==> src/rtl/riscv_pkg.sv <==
// Shared types for the pipeline control logic: sequencer states and
// architectural register constants.
package riscv_pkg;

  typedef enum logic [1:0] {
    S_INIT     = 2'd0,
    S_RUN      = 2'd1,
    S_MEM_WAIT = 2'd2,
    S_HALT     = 2'd3
  } ctrl_state_t;

  localparam logic [4:0] REG_X0 = 5'd0;

endpackage

==> src/rtl/sat_counter.sv <==
// Unsigned up-counter that sticks at all-ones instead of wrapping.
// A synchronous clear has priority over the increment.
module sat_counter #(
  parameter int W = 64
) (
  input  logic         clk,
  input  logic         clear,
  input  logic         inc,
  output logic [W-1:0] value
);

  logic [W-1:0] value_q;

  // NOTE: sequential state is written only with non-blocking assignments so
  // every flop samples the pre-edge values of the others.
  always_ff @(posedge clk) begin
    if (clear) begin
      value_q <= '0;
    end else if (inc && (value_q != '1)) begin
      value_q <= value_q + W'(1);
    end
  end

  assign value = value_q;

endmodule

==> src/rtl/pipeline_ctrl.sv <==
// Stall/flush sequencer for the 5-stage RV64I pipeline: covers load-use,
// taken branch, data-memory wait and halt, and keeps stall/flush counters.
module pipeline_ctrl
  import riscv_pkg::*;
#(
  parameter int INIT_CYCLES = 4,
  parameter int MEM_TIMEOUT = 255,
  parameter int CNT_W       = 64
) (
  input  logic             clk,
  input  logic             rst,
  input  logic [4:0]       Rs1_D,
  input  logic [4:0]       Rs2_D,
  input  logic [4:0]       Rd_E,
  input  logic             MemRead_E,
  input  logic             PCSrc_E,
  input  logic             MemReq_M,
  input  logic             MemReady_M,
  input  logic             Halt_W,
  output logic             Stall_F,
  output logic             Stall_D,
  output logic             Stall_E,
  output logic             Stall_M,
  output logic             Flush_D,
  output logic             Flush_E,
  output logic             Flush_W,
  output logic             Halted,
  output logic             MemTimeout,
  output logic [CNT_W-1:0] StallCnt,
  output logic [CNT_W-1:0] FlushCnt
);

  localparam int INIT_W = $clog2(INIT_CYCLES + 1);
  localparam int WAIT_W = $clog2(MEM_TIMEOUT + 1);
  localparam logic [INIT_W-1:0] INIT_LAST = INIT_W'(INIT_CYCLES - 1);
  localparam logic [WAIT_W-1:0] WAIT_LAST = WAIT_W'(MEM_TIMEOUT - 1);

  ctrl_state_t       state_q, state_d;
  logic [INIT_W-1:0] init_cnt_q, init_cnt_d;
  logic [WAIT_W-1:0] wait_cnt_q, wait_cnt_d;
  logic              timeout_q, timeout_d;

  logic mem_wait;
  logic lw_stall;
  logic stall_inc;
  logic flush_inc;

  assign mem_wait = MemReq_M & ~MemReady_M;
  assign lw_stall = MemRead_E & (Rd_E != REG_X0) &
                    ((Rd_E == Rs1_D) | (Rd_E == Rs2_D));

  // NOTE: reset is synchronous, so the state register only needs a plain
  // posedge clk sensitivity and rst is just the highest-priority branch.
  always_ff @(posedge clk) begin
    if (rst) begin
      state_q    <= S_INIT;
      init_cnt_q <= '0;
      wait_cnt_q <= '0;
      timeout_q  <= 1'b0;
    end else begin
      state_q    <= state_d;
      init_cnt_q <= init_cnt_d;
      wait_cnt_q <= wait_cnt_d;
      timeout_q  <= timeout_d;
    end
  end

  // NOTE: every signal driven here gets a default first, so no path through
  // the case leaves one unassigned and no latch is inferred.
  always_comb begin
    state_d    = state_q;
    init_cnt_d = init_cnt_q;
    wait_cnt_d = wait_cnt_q;
    timeout_d  = timeout_q;
    stall_inc  = 1'b0;
    flush_inc  = 1'b0;
    Stall_F    = 1'b0;
    Stall_D    = 1'b0;
    Stall_E    = 1'b0;
    Stall_M    = 1'b0;
    Flush_D    = 1'b0;
    Flush_E    = 1'b0;
    Flush_W    = 1'b0;
    Halted     = 1'b0;

    case (state_q)
      S_INIT: begin
        Stall_F = 1'b1;
        Flush_D = 1'b1;
        Flush_E = 1'b1;
        Flush_W = 1'b1;
        if (init_cnt_q == INIT_LAST) begin
          state_d = S_RUN;
        end else begin
          init_cnt_d = init_cnt_q + INIT_W'(1);
        end
      end

      S_RUN: begin
        if (mem_wait) begin
          Stall_F    = 1'b1;
          Stall_D    = 1'b1;
          Stall_E    = 1'b1;
          Stall_M    = 1'b1;
          Flush_W    = 1'b1;
          stall_inc  = 1'b1;
          wait_cnt_d = '0;
          state_d    = S_MEM_WAIT;
        end else begin
          // A taken branch squashes Decode, so a load-use match there is moot.
          if (PCSrc_E) begin
            Flush_D   = 1'b1;
            Flush_E   = 1'b1;
            flush_inc = 1'b1;
          end else if (lw_stall) begin
            Stall_F   = 1'b1;
            Stall_D   = 1'b1;
            Flush_E   = 1'b1;
            stall_inc = 1'b1;
          end
          if (Halt_W) begin
            state_d = S_HALT;
          end
        end
      end

      S_MEM_WAIT: begin
        if (!MemReady_M) begin
          Stall_F   = 1'b1;
          Stall_D   = 1'b1;
          Stall_E   = 1'b1;
          Stall_M   = 1'b1;
          Flush_W   = 1'b1;
          stall_inc = 1'b1;
          if (wait_cnt_q == WAIT_LAST) begin
            timeout_d = 1'b1;
            state_d   = S_HALT;
          end else begin
            wait_cnt_d = wait_cnt_q + WAIT_W'(1);
          end
        end else begin
          // The instruction in Writeback retires on the ready cycle, so a
          // halt deferred by the wait takes effect here.
          state_d = Halt_W ? S_HALT : S_RUN;
        end
      end

      S_HALT: begin
        Stall_F = 1'b1;
        Stall_D = 1'b1;
        Stall_E = 1'b1;
        Stall_M = 1'b1;
        Flush_W = 1'b1;
        Halted  = 1'b1;
      end

      default: begin
        state_d = S_INIT;
      end
    endcase
  end

  assign MemTimeout = timeout_q;

  sat_counter #(.W(CNT_W)) u_stall_cnt (
    .clk   (clk),
    .clear (rst),
    .inc   (stall_inc),
    .value (StallCnt)
  );

  sat_counter #(.W(CNT_W)) u_flush_cnt (
    .clk   (clk),
    .clear (rst),
    .inc   (flush_inc),
    .value (FlushCnt)
  );

endmodule

==> config.mk <==
export PLATFORM = sky130hd
export DESIGN_NAME = pipeline_ctrl
export DESIGN_NICKNAME = d
export VERILOG_FILES = /design/src/rtl/riscv_pkg.sv /design/src/rtl/sat_counter.sv /design/src/rtl/pipeline_ctrl.sv
export SDC_FILE = /design/constraint.sdc
export NUM_CORES = 1
export LEC_CHECK = 0
export CELL_PAD_IN_SITES_DETAIL_PLACEMENT = 1
export CELL_PAD_IN_SITES_GLOBAL_PLACEMENT = 1
export CORE_ASPECT_RATIO = 1.4
export CORE_MARGIN = 4
export CORE_UTILIZATION = 40
export CTS_BUF_LIST = sky130_fd_sc_hd__clkbuf_8
export DETAILED_ROUTE_END_ITERATION = 10
export PLACE_DENSITY_LB_ADDON = 0.1
export SLEW_MARGIN = 20
export SYNTH_ARGS = -nofsm -noshare
export SYNTH_HDL_FRONTEND = slang
export SYNTH_HIERARCHICAL = 1
export SYNTH_SLANG_ARGS = --single-unit
==> constraint.sdc <==
create_clock -name clk -period 3.8 [get_ports clk]
set_input_delay 0.57 -clock clk [delete_from_list [all_inputs] [get_ports clk]]
set_output_delay 0.57 -clock clk [all_outputs]
set_load 0.005 [all_outputs]
== Yosys cells after proc, flatten, opt, wreduce, memory -nomap -nowiden ==
Index checks and enable logic that the tools add are counted.

* Bits of input ports: 22
* Register bits: 142
* Word-level logic and storage cells: 71

* Bitwise gates (word level): 6
* Eq/ne operators: 15
* Add/sub/neg operators: 4
* Reduce and logical (&&, ||, !) cells: 11
* Mux-type cells: 29

{| class="wikitable"
|+ Operators by type and width
! operator !! count
|-
| $add A64 B1 Y64 const B || 2
|-
| $ne A64 B64 Y1 const B || 2
|-
| $mux W8 || 3
|-
| $pmux W8 S2 || 1
|-
| $mux W2 || 6
|-
| $pmux W1 S3 || 4
|-
| $mux W1 || 11
|-
| $eq A5 B5 Y1 || 2
|-
| $add A8 B1 Y8 const B || 1
|-
| $eq A8 B8 Y1 const B || 1
|-
| $ne A2 B2 Y1 const B || 4
|-
| $reduce_and A4 Y1 || 2
|-
| $ne A3 B3 Y1 const B || 2
|-
| $pmux W1 S2 || 3
|-
| $pmux W2 S3 || 1
|-
| $reduce_bool A5 Y1 || 1
|-
| $eq A2 B2 Y1 const B || 2
|-
| $add A3 B1 Y3 const B || 1
|-
| $and A1 B1 Y1 || 3
|-
| $eq A3 B2 Y1 const B || 1
|-
| $reduce_and A3 Y1 || 1
|-
| $reduce_bool A3 Y1 || 1
|-
| $eq A2 B1 Y1 const B || 1
|-
| $logic_and A1 B1 Y1 || 2
|-
| 6 further kinds || 7
|}

== Longest topological paths before layout ==
* Word-level depth: 8
* Depth in mapped cells: 13
* Depth with buffers taken out: 11

== By module ==
The synthesis kept the hierarchy.

{| class="wikitable"
|+ Modules (own cells, without submodules)
! module !! instances !! cells each !! area an instance (um^2)
|-
| sat_counter (u_stall_cnt) || 1 || 408 || 3390.8
|-
| sat_counter (u_flush_cnt) || 1 || 400 || 3385.7
|-
| pipeline_ctrl || 1 || 126 || 1017.2
|}

== Worst setup path before layout ==
OpenSTA, ideal clock, no wires.

* Path kind: input -> register
* Start: input Rd_E[3]
* End: register u_stall_cnt.value_q[52], in the netlist u_stall_cnt/value[52]
* Stages: 9
* Path buffers: 0
* Setup slack: 0.904 ns
* Data arrival time: 2.775 ns
* Cell sequence: xor2_1 -> nor3_1 -> a22oi_1 -> o41ai_1 -> nand2_1 -> nor3_4 -> nand3_1 -> nor3_1 -> mux2_2

* Cells in the longest elaborated chain, start to end: 8

{| class="wikitable"
|+ Ends and longest elaborated chain
! what !! line !! text
|-
| from (decl) || pipeline_ctrl.sv:14 || <nowiki>input logic [4:0] Rd_E,</nowiki>
|-
| $eq A5 B5 Y1 / $reduce_bool A5 Y1 (equally long branches) || pipeline_ctrl.sv:50, pipeline_ctrl.sv:49 ||
|-
| $or A1 B1 Y1 / $and A1 B1 Y1 (equally long branches) || pipeline_ctrl.sv:50, pipeline_ctrl.sv:49 ||
|-
| $and A1 B1 Y1 * || pipeline_ctrl.sv:49 || <nowiki>assign lw_stall = MemRead_E & (Rd_E != REG_X0) &</nowiki>
|-
| $mux W1 * || pipeline_ctrl.sv:115 || <nowiki>end else if (lw_stall) begin</nowiki>
|-
| $mux W1 * || pipeline_ctrl.sv:111 || <nowiki>if (PCSrc_E) begin</nowiki>
|-
| $mux W1 * || pipeline_ctrl.sv:100 || <nowiki>if (mem_wait) begin</nowiki>
|-
| $pmux W1 S2 * || pipeline_ctrl.sv:86 || <nowiki>case (state_q)</nowiki>
|-
| named net stall_inc || pipeline_ctrl.sv:45 || <nowiki>logic stall_inc;</nowiki>
|-
| $logic_and A1 B1 Y1 * || sat_counter.sv:19 || <nowiki>end else if (inc && (value_q != '1)) begin</nowiki>
|-
| to (signal assigned) || sat_counter.sv:20 || <nowiki>value_q <= value_q + W'(1);</nowiki>
|-
| to (decl) || sat_counter.sv:12 || <nowiki>logic [W-1:0] value_q;</nowiki>
|}

Mark *: on every way through the listed nets, which the timed path passes. The rest lies on a longest branch.
A chain may end at the register's enable or synchronous reset.

== Final worst setup path ==
* Start: input Rd_E[2]
* End: output Stall_D

* Cells in the longest elaborated chain, start to end: 7

{| class="wikitable"
|+ Ends and longest elaborated chain
! what !! line !! text
|-
| $eq A5 B5 Y1 / $reduce_bool A5 Y1 (equally long branches) || pipeline_ctrl.sv:50, pipeline_ctrl.sv:49 ||
|-
| $or A1 B1 Y1 / $and A1 B1 Y1 (equally long branches) || pipeline_ctrl.sv:50, pipeline_ctrl.sv:49 ||
|-
| $and A1 B1 Y1 * || pipeline_ctrl.sv:49 ||
|-
| $mux W1 * || pipeline_ctrl.sv:115 ||
|-
| $mux W1 * || pipeline_ctrl.sv:111 ||
|-
| $mux W1 * || pipeline_ctrl.sv:100 ||
|-
| $pmux W1 S3 * || pipeline_ctrl.sv:86 ||
|-
| to (decl) || pipeline_ctrl.sv:21 || <nowiki>output logic Stall_D,</nowiki>
|}

Every way passes the cells marked *; elsewhere a longest branch is shown, timed or not.

==> flow_summary.toml <==
[cts]
cts_max_path_buffers = 2
hold_buffers = 0
cts_buffers = 17
clkSinkCount = 142
clkTransAtPathRegs_ns = 0.07
cts_resized = 0
cts_tree = "yes"
clk_latency_ns = 0.44
post_cts_buffers = 0
root_buffer = "clkbuf_8"
htreeDepth = 4

[sta]
tightest_slew_ns = 0.866
finClkSkew_ns = 0.0178
hold_viol = 0
period_share_pct = 83.5
fin_crit_ns = 3.17
rsz0062_at_grt = "false"
finalSetupViolations = 0
tns_ns = 0
fmax_mhz = 315
maxSlewViolCount = 0
maxSlewHeadroom_pct = 42.0

[logic_synthesis]
ys_async_sr_fraction_pct = 0
synth_simple_gate_area_share_pct = 34.0
synth_edf_count = 0
yosys-top-cells-area = "dfxtp_1 (36%), nor2_1 (5.5%), xor2_1 (5.1%), a21oi_1 (4.3%), nand4_1 (3.8%)"
synthCells = 934
synth_top_area_cell = "dfxtp_1"
synthXorXnorAreaFrac_pct = 7.53
synth-seq-area-share_pct = 36.5
synth_fp_nets = 966
synth_mux_area_share_pct = 3.21
ys_ff_latch = 142
syn-cell-area_mm2 = 0.00779
post-synth-top-count-cell = "dfxtp_1"
syn_avg_cell_area_um2 = 8.34
synth_cell_types = 70
synth_top_family_by_area = "simple AND/OR/NAND/NOR gates"
yosys_warnings = 6
synth_top_area_share_pct = 36.5
synthFlopType = "dfxtp_1"
synth_compound_area_share_pct = 13.1
yosys-top-cells-count = "dfxtp_1 (142), nor2_1 (114), a21oi_1 (67)"
synth_fa_ha_area_share_pct = 1.61

[outcome]
status = "finished clean"

[place]
place_congestion = 0.849
dp_hpwl_um = 18300
portBuffers = 158

[setup_path]
cp.required_ns = 3.23
r2r_cells = 7
slowest_stage = "or4_1"
criticalPathCategory = "input pin to output port"
critical_path.max_fanout = 4
reg2reg_to = "u_stall_cnt/value[45]$_SDFFE_PP0P_"
rrSetupSlack_ns = 0.67
crit_top_cell = "clkdlybuf4s50_1"
end_kind = "output port"
critical_path_arrival_ns = 2.60
cpPeakStageDelay_ns = 0.54
cp_cell_sequence = "clkdlybuf4s50_1 -> or4_1 -> o21ai_1 -> or3_1 -> o22ai_1 -> clkdlybuf4s50_1"
worstReg2RegStart = "u_stall_cnt/value[0]$_SDFFE_PP0P_"
cp-start-kind = "input pin"
critPathTopFamily = "buffers and inverters"
crit_buf_inv = 2

[worst_hold_path]
hold_class = "register to register"
hold_path_end = "wait_cnt_q[7]$_SDFFE_PP0P_"
hold_start = "wait_cnt_q[7]$_SDFFE_PP0P_"
hold_path_depth = 2

[die]
rows = 60
start_util_pct = 40.6
die_w_um = 126
dieArea_mm2 = 0.0218
io_pins = 159
core_area_mm2 = 0.0192
die_h_um = 173

[job]
drv_cap = 0

[power_and_ir_drop]
vdd_drop_max_mv = 0.178
p_per_area_mw_per_mm2 = 288
leakage_nw = 3.37

[drt]
via_count = 7630
first_pass_iters = 4
first_iter_violations = 341
route.detailed.drc = 0
routed_wl_um = 24300
vias_per_cell = 5.68
postRouteAntennaNets = 0
wl_per_cell_um = 18.1

[final_layout]
drive_gt1_share_pct = 8.58
num_antenna_cells = 0
finalNetCount = 1116
synthToLayoutAreaGrowth_pct = 27.9
fin_util_pct = 51.9

[global_routing]
grt_start_max_net_pins = 63
grt_pass1_wl_um = 40100
grt_usage_pct = 21.9
grt_pass1_vias = 7759
grt_overflow = 0
antenna_found_initial = 0
final cells by class:
cell class                      count  area, um^2
Multi-Input combinational cell    723        4640
Clock buffer                       17         234
Clock inverter                     14         108
Sequential cell                   142        2840
Inverter                           28         105
Tap cell                          248         310
Fill cell                        2369        9250
Timing Repair Buffer              172        1720
logic make-up (layout without fill, tap and decap cells):
family | count (synthesis) | after routing
flops | 142 | 142
simple gates | 461 | 461
xor+xnor | 67 | 67
buf+inv | 69 | 231
fa+ha+maj | 10 | 10
compound gates | 164 | 164
mux | 21 | 21
per-layer routing:
| metal | global-route usage, % | part of all wire, % | up-vias |
|---|---|---|---|
| li1 | - | - | 3720 |
| met1 | 25.0 | 41 | 3733 |
| met2 | 40.7 | 54 | 140 |
| met3 | 4.02 | 2.9 | 37 |
| met4 | 7.38 | 2.1 | 0 |
| met5 | 0 | 0 | - |
power breakdown:
part / internal, mW / switching, mW / total (mW)
Combinational: 0.120 / 0.148 / 0.268
Clock: 0.502 / 0.582 / 1.08
Sequential: 1.51 / 0.0143 / 1.52
through the flow:
stage          cells  power [mW]  hold WS (ns)  cell area, um^2  worst slack [ns]
6_report        1344        2.87         0.486             9970             0.626
2_1_floorplan    934        1.71         0.448             7790             0.904
4_1_cts         1344        2.92         0.488             9970             0.611
5_1_grt         1344        3.02         0.518             9970             0.470
3_5_place_dp    1313        1.83         0.476             9620             0.332
3_3_place_gp    1313        1.82         0.465             9620             0.461
worst max path at each step:
stage / start / endpoint / cells past startpoint
after floorplan: Rd_E[3] / u_stall_cnt/value[52]$_SDFFE_PP0P_ / 9
after global placement: Rd_E[3] / u_stall_cnt/value[38]$_SDFFE_PP0P_ / 11
after detailed placement: Rd_E[0] / u_stall_cnt/value[38]$_SDFFE_PP0P_ / 11
after CTS: Rd_E[2] / Stall_D / 6
after global routing: u_stall_cnt/value[0]$_SDFFE_PP0P_ / u_stall_cnt/value[45]$_SDFFE_PP0P_ / 7
final: Rd_E[2] / Stall_D / 6
cell usage in the layout, fill, tap and decap left out, types with 10 or more instances in the layout:
cell type / Yosys / routed
dfxtp_1: 142 / 142
nor2b_1: 19 / 19
nand4_1: 47 / 47
ha_1: 10 / 10
nor4_1: 10 / 10
buf_4: 5 / 12
a21oi_1: 67 / 67
clkbuf_8: 0 / 17
clkdlybuf4s50_1: 0 / 157
nand2_1: 55 / 55
or3_1: 34 / 34
o31ai_1: 19 / 19
nor3_1: 21 / 21
xor2_1: 45 / 45
inv_1: 28 / 31
nand3_1: 49 / 49
or4_1: 26 / 26
o21ai_0: 31 / 31
nor2_1: 114 / 114
and3_1: 23 / 23
xnor2_1: 22 / 22
and4_1: 12 / 12
registers in the layout, summed over array words and instances (netlist names):
name / cells
state_q: 2
u_stall_cnt/value: 64
u_flush_cnt/value: 64
wait_cnt_q: 8
init_cnt_q: 3
MemTimeout: 1
worst reg2reg max path: cells and delay by family (launching register included):
kind,cells,cell delay (ns)
AND/OR/NAND/NOR,3,1.16
flip-flops,1,0.46
AO/OA/AOI/OAI,3,1.16
adder cells (fa/ha/maj),1,0.29
(Power assumes the default switching activity.)
